### src/rtl/ats21_cmd_issuer.sv
// -----------------------------------------------------------------------------
// ats21_cmd_issuer
//
// Upstream command front-end for ATS21. Each of two clients (A and B) pushes
// 32-bit instructions into its own FIFO. Whenever either FIFO holds work and
// ATS21 reports ready, one transaction is issued that carries one instruction
// per lane: the high halves on ctrlA/ctrlB with req=1, then the low halves
// with req=0, then one all-zero gap cycle. A lane with nothing queued sends a
// Nop (32'h0000_0000). ATS21 readiness is only sampled between transactions,
// so a transaction that has started always completes.
//
// Parameters:
//   FIFO_DEPTH  entries per client FIFO (power of 2, >= 2)
//   CW          occupancy count width, derived from FIFO_DEPTH
//
// Ports:
//   clk        single clock, all state changes on posedge
//   reset      synchronous, active-high; clears FSM, holding registers, FIFOs
//   a_valid    client A instruction valid
//   a_instr    client A instruction, [31:29] opcode
//   a_ready    client A FIFO can accept (not full)
//   b_valid    client B instruction valid
//   b_instr    client B instruction
//   b_ready    client B FIFO can accept (not full)
//   ats_ready  ATS21 can take a new instruction pair
//   req        ATS21 request strobe, high only during the high-word cycle
//   ctrlA      ATS21 lane A control word
//   ctrlB      ATS21 lane B control word
//   a_count    client A FIFO occupancy
//   b_count    client B FIFO occupancy
//   busy       a transaction is in flight or either FIFO holds work
// -----------------------------------------------------------------------------
module ats21_cmd_issuer #(
    parameter  int FIFO_DEPTH = 4,
    localparam int CW         = $clog2(FIFO_DEPTH) + 1
) (
    input  logic          clk,
    input  logic          reset,
    input  logic          a_valid,
    input  logic [31:0]   a_instr,
    output logic          a_ready,
    input  logic          b_valid,
    input  logic [31:0]   b_instr,
    output logic          b_ready,
    input  logic          ats_ready,
    output logic          req,
    output logic [15:0]   ctrlA,
    output logic [15:0]   ctrlB,
    output logic [CW-1:0] a_count,
    output logic [CW-1:0] b_count,
    output logic          busy
);

    localparam int PW = $clog2(FIFO_DEPTH);
    localparam int NL = 2;              // lane 0 = client A, lane 1 = client B

    typedef enum logic [1:0] {
        IDLE = 2'd0,
        HI   = 2'd1,
        LO   = 2'd2,
        GAP  = 2'd3
    } state_t;

    state_t        state;
    state_t        state_d;
    logic          launch;
    logic          load;

    logic [31:0]   din      [NL];
    logic [31:0]   head     [NL];
    logic [31:0]   lane_val [NL];
    logic [CW-1:0] count    [NL];
    logic [NL-1:0] ready;
    logic [NL-1:0] nonempty;
    logic [NL-1:0] push;
    logic [NL-1:0] pop;

    logic [31:0]   hold_a;
    logic [31:0]   hold_b;

    assign din[0] = a_instr;
    assign din[1] = b_instr;

    // A full FIFO never accepts, so push and pop can both occur only when
    // the FIFO is neither full nor empty.
    assign push = {b_valid, a_valid} & ready;
    // Every non-empty lane gives up its head on the edge the transaction
    // is launched; an empty lane is padded and pops nothing.
    assign pop  = {NL{load}} & nonempty;

    // -------------------------------------------------------------------------
    // Per-lane FIFO
    // -------------------------------------------------------------------------
    for (genvar l = 0; l < NL; l++) begin : g_lane
        logic [31:0]   mem [FIFO_DEPTH];
        logic [PW-1:0] wr_ptr;
        logic [PW-1:0] rd_ptr;

        assign ready[l]    = (count[l] != CW'(FIFO_DEPTH));
        assign nonempty[l] = (count[l] != '0);
        assign head[l]     = mem[rd_ptr];
        assign lane_val[l] = nonempty[l] ? head[l] : 32'h0000_0000;

        // Pointers are PW bits wide, so wrap modulo FIFO_DEPTH comes free
        // from the power-of-two depth.
        always_ff @(posedge clk) begin
            // NOTE: registers use non-blocking assignments so every flop in
            // the design samples the values from before this edge.
            if (reset) begin
                wr_ptr   <= '0;
                rd_ptr   <= '0;
                count[l] <= '0;
            end else begin
                if (push[l]) begin
                    wr_ptr <= wr_ptr + PW'(1);
                end
                if (pop[l]) begin
                    rd_ptr <= rd_ptr + PW'(1);
                end
                case ({push[l], pop[l]})
                    2'b10:   count[l] <= count[l] + CW'(1);
                    2'b01:   count[l] <= count[l] - CW'(1);
                    default: count[l] <= count[l];
                endcase
            end
        end

        // NOTE: storage is deliberately not reset; count and pointers alone
        // decide which entries are valid, so stale data is never observed.
        always_ff @(posedge clk) begin
            if (push[l] && !reset) begin
                mem[wr_ptr] <= din[l];
            end
        end
    end

    assign a_ready = ready[0];
    assign b_ready = ready[1];
    assign a_count = count[0];
    assign b_count = count[1];

    // -------------------------------------------------------------------------
    // Transaction FSM
    // -------------------------------------------------------------------------
    assign launch = (|nonempty) & ats_ready;

    always_ff @(posedge clk) begin
        if (reset) begin
            state  <= IDLE;
            hold_a <= '0;
            hold_b <= '0;
        end else begin
            state <= state_d;
            if (load) begin
                hold_a <= lane_val[0];
                hold_b <= lane_val[1];
            end
        end
    end

    // Outputs are decoded purely from the state and holding registers, so
    // they change only on a clock edge and never depend on client inputs.
    always_comb begin
        // NOTE: every output of this block gets a default first so no path
        // leaves one unassigned and no latch is inferred.
        state_d = state;
        load    = 1'b0;
        req     = 1'b0;
        ctrlA   = 16'h0000;
        ctrlB   = 16'h0000;
        case (state)
            // ats_ready is only looked at here, between transactions.
            IDLE, GAP: begin
                if (launch) begin
                    state_d = HI;
                    load    = 1'b1;
                end else begin
                    state_d = IDLE;
                end
            end
            HI: begin
                state_d = LO;
                req     = 1'b1;
                ctrlA   = hold_a[31:16];
                ctrlB   = hold_b[31:16];
            end
            LO: begin
                state_d = GAP;
                ctrlA   = hold_a[15:0];
                ctrlB   = hold_b[15:0];
            end
            default: state_d = IDLE;
        endcase
    end

    // GAP drives all-zero control words, which gives ATS21 the opcode-000
    // word it needs after each low half and keeps req from ever being high
    // on two consecutive cycles.
    assign busy = (state != IDLE) | (|nonempty);

endmodule

### config.mk
export PLATFORM = sky130hd
export DESIGN_NAME = ats21_cmd_issuer
export DESIGN_NICKNAME = d
export VERILOG_FILES = /design/src/rtl/ats21_cmd_issuer.sv
export SDC_FILE = /design/constraint.sdc
export NUM_CORES = 1
export LEC_CHECK = 0
export CORE_ASPECT_RATIO = 0.8
export CORE_MARGIN = 2
export CORE_UTILIZATION = 45
export CTS_BUF_LIST = sky130_fd_sc_hd__clkbuf_8 sky130_fd_sc_hd__clkbuf_16
export CTS_CLUSTER_DIAMETER = 30
export DETAILED_ROUTE_END_ITERATION = 10
export HOLD_SLACK_MARGIN = 0.06
export PLACE_DENSITY = 0.67
export REMOVE_ABC_BUFFERS = 1
export SYNTH_ARGS = -nofsm -noshare
export SYNTH_HDL_FRONTEND = slang
export SYNTH_SLANG_ARGS = --single-unit
### constraint.sdc
create_clock -name clk -period 6.3 [get_ports clk]
set_input_delay 1.26 -clock clk [delete_from_list [all_inputs] [get_ports clk]]
set_output_delay 1.26 -clock clk [all_outputs]
set_load 0.02 [all_outputs]
Word level (Yosys, flattened, before mapping)
Memory sizes are Yosys's and may differ from the RTL's. A register that Yosys moved wholly into a read port is not among the register bits.
Cells that the tools add are included.
{ "classes": {"eq_ne": 9, "muxes": 43, "n_addsub": 8, "bitwise": 10, "reduce_logical": 11} }
{ "op_table": {"columns": ["op", "count"], "rows": [
  ["2-to-1 mux 32 bit", 2],
  ["one-hot mux 16 bit (2 select lines)", 2],
  ["2-to-1 mux 1 bit", 28],
  ["2-to-1 mux 3 bit", 6],
  ["adder 2 x 1 -> 2 bit, second input constant", 4],
  ["equality test 2 bit, second input constant", 4],
  ["2-to-1 mux 2 bit", 4],
  ["OR reduction 2 bit", 4],
  ["bitwise OR 1 bit", 7],
  ["adder 3 x 1 -> 3 bit, second input constant", 2],
  ["equality test 2 x 1 -> 1 bit, second input constant", 3],
  ["inequality test 3 bit, second input constant", 2],
  ["one-hot mux 2 bit (3 select lines)", 1],
  ["nonzero test 3 bit", 2],
  ["subtractor 3 x 1 -> 3 bit, second input constant", 2],
  ["bitwise AND 2 bit", 2],
  ["logical AND 1 bit", 2],
  ["zero test 2 bit", 1],
  ["nonzero test 2 bit", 1],
  ["bitwise AND 1 bit", 1],
  ["zero test 1 bit", 1]
]} }
{ "totals": {"ff_bits": 74, "memories": 3, "out_inout_bits": 42, "word_cells": 91, "in_bits": 69, "ramBits": 262} }
{ "memory_table": {"columns": ["memory", "depth", "width", "read_ports", "rd_ports_with_merged_regs", "write_ports", "line", "rtl"], "rows": [
  ["g_lane[0].mem", 4, 32, 1, 1, 1, "95", "logic [31:0] mem [FIFO_DEPTH];"],
  ["g_lane[1].mem", 4, 32, 1, 1, 1, "95", null],
  ["count", 2, 3, 2, 0, 2, "72", "logic [CW-1:0] count [NL];"]
]} }

Logic depth before layout (Yosys ltp)
Gate-level depths: netlist of the first run.
An unclocked memory read counts as a cell.
{ "depth": {"word_depth": 14, "depth_mapped": 11, "depth_no_buf": 11} }

Worst setup path before layout of the first run
Ideal clock, no wire load.
{ "synth_timing": {"path_type": "in2reg", "from": "in reset", "to": "mem g_lane[1].mem[0][0] (enable)", "required_time_ps": 5832, "path_buffers": 2, "arrival_ps": 4020, "setup_ps": 468, "path_slack_ps": 1812, "cell_stages": 3, "path_cell_list": "buf_2 -> buf_1 -> nor3b_1"} }
{ "synth_between": {"elab_chain_cells": 4} }
{ "synth_lines": {"columns": ["item", "line", "rtl"], "rows": [
  ["start: declaration", "38", "input logic reset,"],
  ["zero test 1 bit", "131", "if (push[l] && !reset) begin"],
  ["logical AND 1 bit", "131", null],
  ["2-to-1 mux 1 bit", "131", null],
  ["2-to-1 mux 1 bit (not written as such)", "132", "mem[wr_ptr] <= din[l];"],
  ["end: declaration", "95", null]
]} }
No other way between the ends.

Worst setup path after layout of the first run
{ "layout_timing": {"from": "reg state[1]", "to": "out ctrlA[9]"} }
{ "layout_between": {"elab_chain_cells": 2, "word_cells_on_any_way": 3, "classes_between": "eq/ne (2); mux (1)"} }
{ "layout_lines": {"columns": ["item", "line", "rtl"], "rows": [
  ["start: declaration", "64", "state_t state;"],
  ["start signal: assignment", "153", "state <= state_d;"],
  ["equality test 2 bit or equality test 2 x 1 -> 1 bit (tied branches)", "171", "case (state)"],
  ["one-hot mux 16 bit (2 select lines) (*)", "171", null],
  ["end: declaration", "47", "output logic [15:0] ctrlA,"]
]} }
Mark *: on every way between the ends. The rest lies on a longest branch, timed or not.

==> impl_metrics.json, run 1 <==
{
  "hold_viol_final": 0,
  "synth.distinct_cells": 33,
  "fp.dieW_um": 191.8,
  "grt_pass1_vias": 7197,
  "post_cts_buffers": 0,
  "ys.flop_type": "edfxtp_1",
  "drv_slew": 0,
  "start_util": 0.4616,
  "crit_required_ns": 5.04,
  "r2r_setup_slack_ns": 3.38,
  "final_cell_mix": "262 x edfxtp_1, 110 x clkdlybuf4s50_1, 96 x a22o_1, 76 x dfxtp_1, 64 x mux4_2",
  "synthSimpleGateAreaFrac": 0.02208,
  "path_max_fanout": 32,
  "grt_pass1_wl_um": 39250,
  "synth_top_family_by_area": "multiplexers",
  "start_kind": "flip-flop",
  "min_path_cells": 1,
  "wl_per_cell_um": 20.66,
  "layout_commonest_cell": "edfxtp_1",
  "overflow": 0,
  "period_share": 0.6970,
  "clkLatencyLatePin_ns": 0.55,
  "dr.pass1.iters": 4,
  "clockBufferDepth": 3,
  "yosys.area_share.adder": 0.01932,
  "post-route-min-period_ns": 4.391,
  "total_power_uw": 6462,
  "worst_slew_pin_slew_ns": 1.075,
  "p_leak_uw": 0.005400,
  "ios": 111,
  "antenna_found_initial": 0,
  "worstSetupEndpointType": "output port",
  "r2r_start": "state[0]",
  "fillers": 2003,
  "final_cells": 1204,
  "ctsResizeCount": 0,
  "hold_buffers": 0,
  "rsz0062_at_grt": "no",
  "synthXorXnorAreaFrac": 0.002070,
  "synth_edf_count": 262,
  "yosysTopAreaCellShare": 0.6198,
  "setup_ws_ns": 1.909,
  "grt_usage": 0.1737,
  "hp-class": "flip-flop to flip-flop",
  "synth_area_um2": 12690,
  "max_freq_ghz": 0.2277,
  "vdd_drop_max_mv": 0.2044,
  "postSynthCellCount": 654,
  "critPathArrivalTime_ns": 3.13,
  "htree_num_levels": 2,
  "max-cap-violations": 0,
  "cts_inserted_buffers": 54,
  "clock-sinks": 340,
  "clockRootBuffer": "clkbuf_16",
  "status": "complete, no violations",
  "rows": 54,
  "synth_seq_cells": 340,
  "critPathKind": "flip-flop to output port",
  "routed_wl_um": 24880,
  "synthMuxAreaShare": 0.1144,
  "dpl_cell_area_um2": 14180,
  "finalNetCount": 883,
  "synth-compound-area-share": 0.07827,
  "gp_congestion": 0.7078,
  "yosysWarnings": 0,
  "coreArea_um2": 27500,
  "setup_viol": 0,
  "slew_headroom": 0.2835,
  "fin_setup_tns_ns": 0,
  "synth_seq_area_share": 0.7428,
  "grt_max_degree": 35,
  "drc": 0,
  "async_flop_share": 0,
  "multiInputGateArea_um2": 3035,
  "n_antenna_cell": 0,
  "syn_to_final_growth_pct": 25.60,
  "tritoncts": "yes",
  "clk_pin_slew_ns": 0.05,
  "die_h_um": 154.2,
  "dpl.cell_count": 1103,
  "drtAntennaViolNets": 0,
  "drive_gt1_frac": 0.2155,
  "io_buffers": 110,
  "holdPathEnd": "hold_b[16]",
  "num_vias": 6506,
  "vias_per_cell": 5.404,
  "syn_avg_cell_area_um2": 19.41,
  "r2r-end": "count[1][2]",
  "synth_area_leaders": "edfxtp_1 62%, dfxtp_1 12%, mux4_2 11%",
  "p_per_area_nw_per_um2": 405.3,
  "drtIter0Drc": 442,
  "die_area_um2": 29580,
  "worstRegToRegCells": 11,
  "worstHoldStart": "hold_b[16]",
  "synth_top_area_cell": "edfxtp_1",
  "place_ws_ns": 2.248,
  "dp_hpwl_um": 14000,
  "finClkSkew_ns": 0.01605,
  "fin_area_um2": 15940,
  "regArea_um2": 9432
}
==> power by group <==
group	total (uW)	internal, uW	switching (uW)	leakage, uW
combinational	949	451	498	0.00150
clock	2770	1740	1030	0.000879
sequential	2750	2640	102	0.00302
total	6460	4830	1630	0.00540
==> worst max-delay path by stage <==
stage | startpoint | end | slack [ns] | cells after the start
final | state[1] | ctrlA[9] | 1.91 | 5
after global routing | state[0] | ctrlA[9] | 1.75 | 5
after CTS | state[1] | ctrlA[9] | 1.87 | 5
after detailed placement | reset | hold_a[26] | 2.25 | 6
after global placement | reset | hold_a[23] | 2.32 | 6
after floorplan | b_valid | g_lane[1].mem[0][0] | 2.02 | 2
==> worst max-delay path, stage by stage (launching register included) <==
cell             delay, ns
dfxtp_1               0.33
inv_1                 0.07
ha_1                  0.38
and2_2                0.82
a22o_1                0.34
clkdlybuf4s50_1       0.64
==> sequential cells by signal, summed over array words and instances, names as in the netlist, named ones only <==
register	flops
hold_a	32
g_lane.mem	256
state	2
g_lane.wr_ptr	4
g_lane.rd_ptr	4
count	6
hold_b	32
==> per-layer routing <==
layer | global-route usage | wire length, um
met1 | 0.2283 | 10710
met2 | 0.2890 | 12360
met3 | 0.03948 | 1392
met4 | 0.05495 | 412
met5 | 0 | 0
==> synth_stat cells, types with 6 or more instances <==
master    instances
edfxtp_1        262
a21oi_1          12
clkbuf_1         17
nor3_1            7
mux4_2           64
inv_1            18
nand2_1          12
dfxtp_1          78
ha_1             18
a22o_1           96
and2_1            6
buf_6             6
nor2_1            6
buf_2            12
==> logic make-up after synthesis <==
| kind of cell | Yosys count |
|---|---|
| adder cells (fa/ha/maj) | 19 |
| AND/OR/NAND/NOR | 52 |
| XOR/XNOR | 3 |
| buffers and inverters | 55 |
| AO/OA/AOI/OAI | 120 |
| flip-flops | 340 |
| multiplexers | 65 |
==> through the flow <==
step | utilization | hold WS (ns)
after floorplan | - | 0.4426
final | 0.5798 | 0.4712
after global placement | 0.5157 | 0.4612
after global routing | 0.5798 | 0.4903
after CTS | 0.5798 | 0.4742
after detailed placement | 0.5157 | 0.4628
==> final cells by class <==
cell class / instances / area share
Multi-Input combinational cell: 259 / 0.1904
Sequential cell: 340 / 0.5916
Clock buffer: 56 / 0.08719
Tap cell: 364 / 0.02857
Clock inverter: 45 / 0.02331
Inverter: 18 / 0.004238
Timing Repair Buffer: 122 / 0.07471
(Power assumes the default switching activity.)
==> run 2, diff against run 1 <==
==> constraint.sdc (replaced) <==
create_clock -name clk -period 4.1 [get_ports clk]
set_input_delay 0.82 -clock clk [delete_from_list [all_inputs] [get_ports clk]]
set_output_delay 0.82 -clock clk [all_outputs]
set_load 0.02 [all_outputs]
==> impl_metrics.json, run 2 (synthesis results as in run 1) <==
{
  "max_freq_ghz": 0.2682,
  "critPathKind": "flip-flop to output port",
  "clockRootBuffer": "clkbuf_16",
  "wl_per_cell_um": 21.03,
  "start_kind": "flip-flop",
  "r2r_start": "count[1][0]",
  "top_layer": "met4",
  "grt_pass1_vias": 7253,
  "status": "complete, no violations",
  "drv_slew": 0,
  "hold_viol_final": 0,
  "antenna_found_initial": 0,
  "endpoint": "ctrlA[12]",
  "gp_congestion": 0.7383,
  "final_cells": 1220,
  "p_leak_uw": 0.005569,
  "startpoint": "state[1]",
  "start_util": 0.4616,
  "vdd_drop_max_mv": 0.3830,
  "post-route-min-period_ns": 3.729,
  "largest_reg_flops": 256,
  "die_h_um": 154.2,
  "num_vias": 6625,
  "hp-class": "flip-flop to flip-flop",
  "worstSetupEndpointType": "output port",
  "routed_wl_um": 25650,
  "io_buffers": 110,
  "drc": 0,
  "rows": 54,
  "overflow": 0,
  "r2r-end": "count[1][2]",
  "fin_setup_tns_ns": 0,
  "cts_inserted_buffers": 57,
  "period_share": 0.9095,
  "max-cap-violations": 0,
  "dpl.cell_count": 1114,
  "hold_buffers": 0,
  "ios": 111,
  "setup_viol": 0,
  "worst_slew_pin_slew_ns": 0.8895,
  "coreArea_um2": 27500,
  "syn_to_final_growth_pct": 28.32,
  "ctsResizeCount": 0,
  "max_flop_register": "g_lane.mem",
  "post_cts_buffers": 0,
  "slew_headroom": 0.4070,
  "dr.pass1.iters": 5,
  "dr_wl_met2_um": 12680,
  "dp_hpwl_um": 15310,
  "rsz0062_at_grt": "no",
  "whs_ns": 0.4758,
  "clkLatencyLatePin_ns": 0.55,
  "grt_max_degree": 65,
  "fp.dieW_um": 191.8,
  "grt_usage": 0.1781,
  "n_antenna_cell": 0,
  "clk_pin_slew_ns": 0.05,
  "met1_length_um": 11270,
  "layout_commonest_cell": "edfxtp_1",
  "critPathArrivalTime_ns": 2.91,
  "drtAntennaViolNets": 0,
  "crit_required_ns": 3.28,
  "top_regs": "g_lane.mem x256, hold_a x32, hold_b x32",
  "finClkSkew_ns": 0.01163,
  "clockBufferDepth": 3,
  "path_max_fanout": 17,
  "place_ws_ns": 0.8314,
  "p_per_area_nw_per_um2": 648.5,
  "vias_per_cell": 5.430,
  "final_cell_mix": "262 x edfxtp_1, 110 x clkdlybuf4s50_1, 96 x a22o_1, 76 x dfxtp_1, 64 x mux4_2",
  "drtIter0Drc": 442,
  "grt_pass1_wl_um": 40340,
  "fin_util": 0.5923,
  "die_area_um2": 29580,
  "min_path_cells": 1,
  "wl_met3_um": 1320,
  "setup_ws_ns": 0.3712,
  "worstHoldStart": "hold_b[15]",
  "drive_gt1_frac": 0.2383,
  "r2r_setup_slack_ns": 1.21,
  "tritoncts": "yes",
  "htree_num_levels": 2,
  "worstRegToRegCells": 9,
  "finalNetCount": 897,
  "clock-sinks": 340
}
[run 2: power breakdown]
group          total [uW]  internal [uW]  switching [uW]
sequential           4300           4060             240
clock                4840           3210            1630
combinational        1420            712             710
total               10600           7990            2580
[run 2: how the worst min path moves through the flow]
| stage | slack [ns] | to |
|---|---|---|
| 2_1_floorplan | 0.44 | hold_b[16] |
| 3_3_place_gp | 0.46 | hold_b[17] |
| 3_5_place_dp | 0.47 | hold_b[14] |
| 4_1_cts | 0.48 | hold_b[12] |
| 5_1_grt | 0.49 | hold_a[29] |
| 6_report | 0.48 | hold_b[15] |
[run 2: layer usage]
layer / vias to the layer above / track usage
met2: 167 / 0.2907
met5: - / 0
met4: 0 / 0.04982
li1: 3001 / -
met3: 31 / 0.03653
met1: 3426 / 0.2447
[run 2: metrics by stage]
| stage | power (uW) | area, um2 |
|---|---|---|
| floorplan | 5239 | 12490 |
| global placement | 5724 | 14280 |
| detailed placement | 5795 | 14280 |
| CTS | 10660 | 16290 |
| global route | 10970 | 16290 |
| finish | 10560 | 16290 |
[run 2: area by class of cell]
cell class                      instances  area (um2)
Clock buffer                           61        1493
Clock inverter                         45       519.2
Fill cell                            1985       11210
Inverter                               18       67.56
Multi-Input combinational cell        259        3035
Sequential cell                       340        9432
Tap cell                              364       455.4
Timing Repair Buffer                  133        1286
[run 2: worst max-delay path, stage by stage, from the launching register on]
cell and delay [ns]:
dfxtp_1 0.34, inv_1 0.07, ha_1 0.36, and2_2 0.46, buf_4 0.34, a22o_1 0.18, clkdlybuf4s50_1 0.60
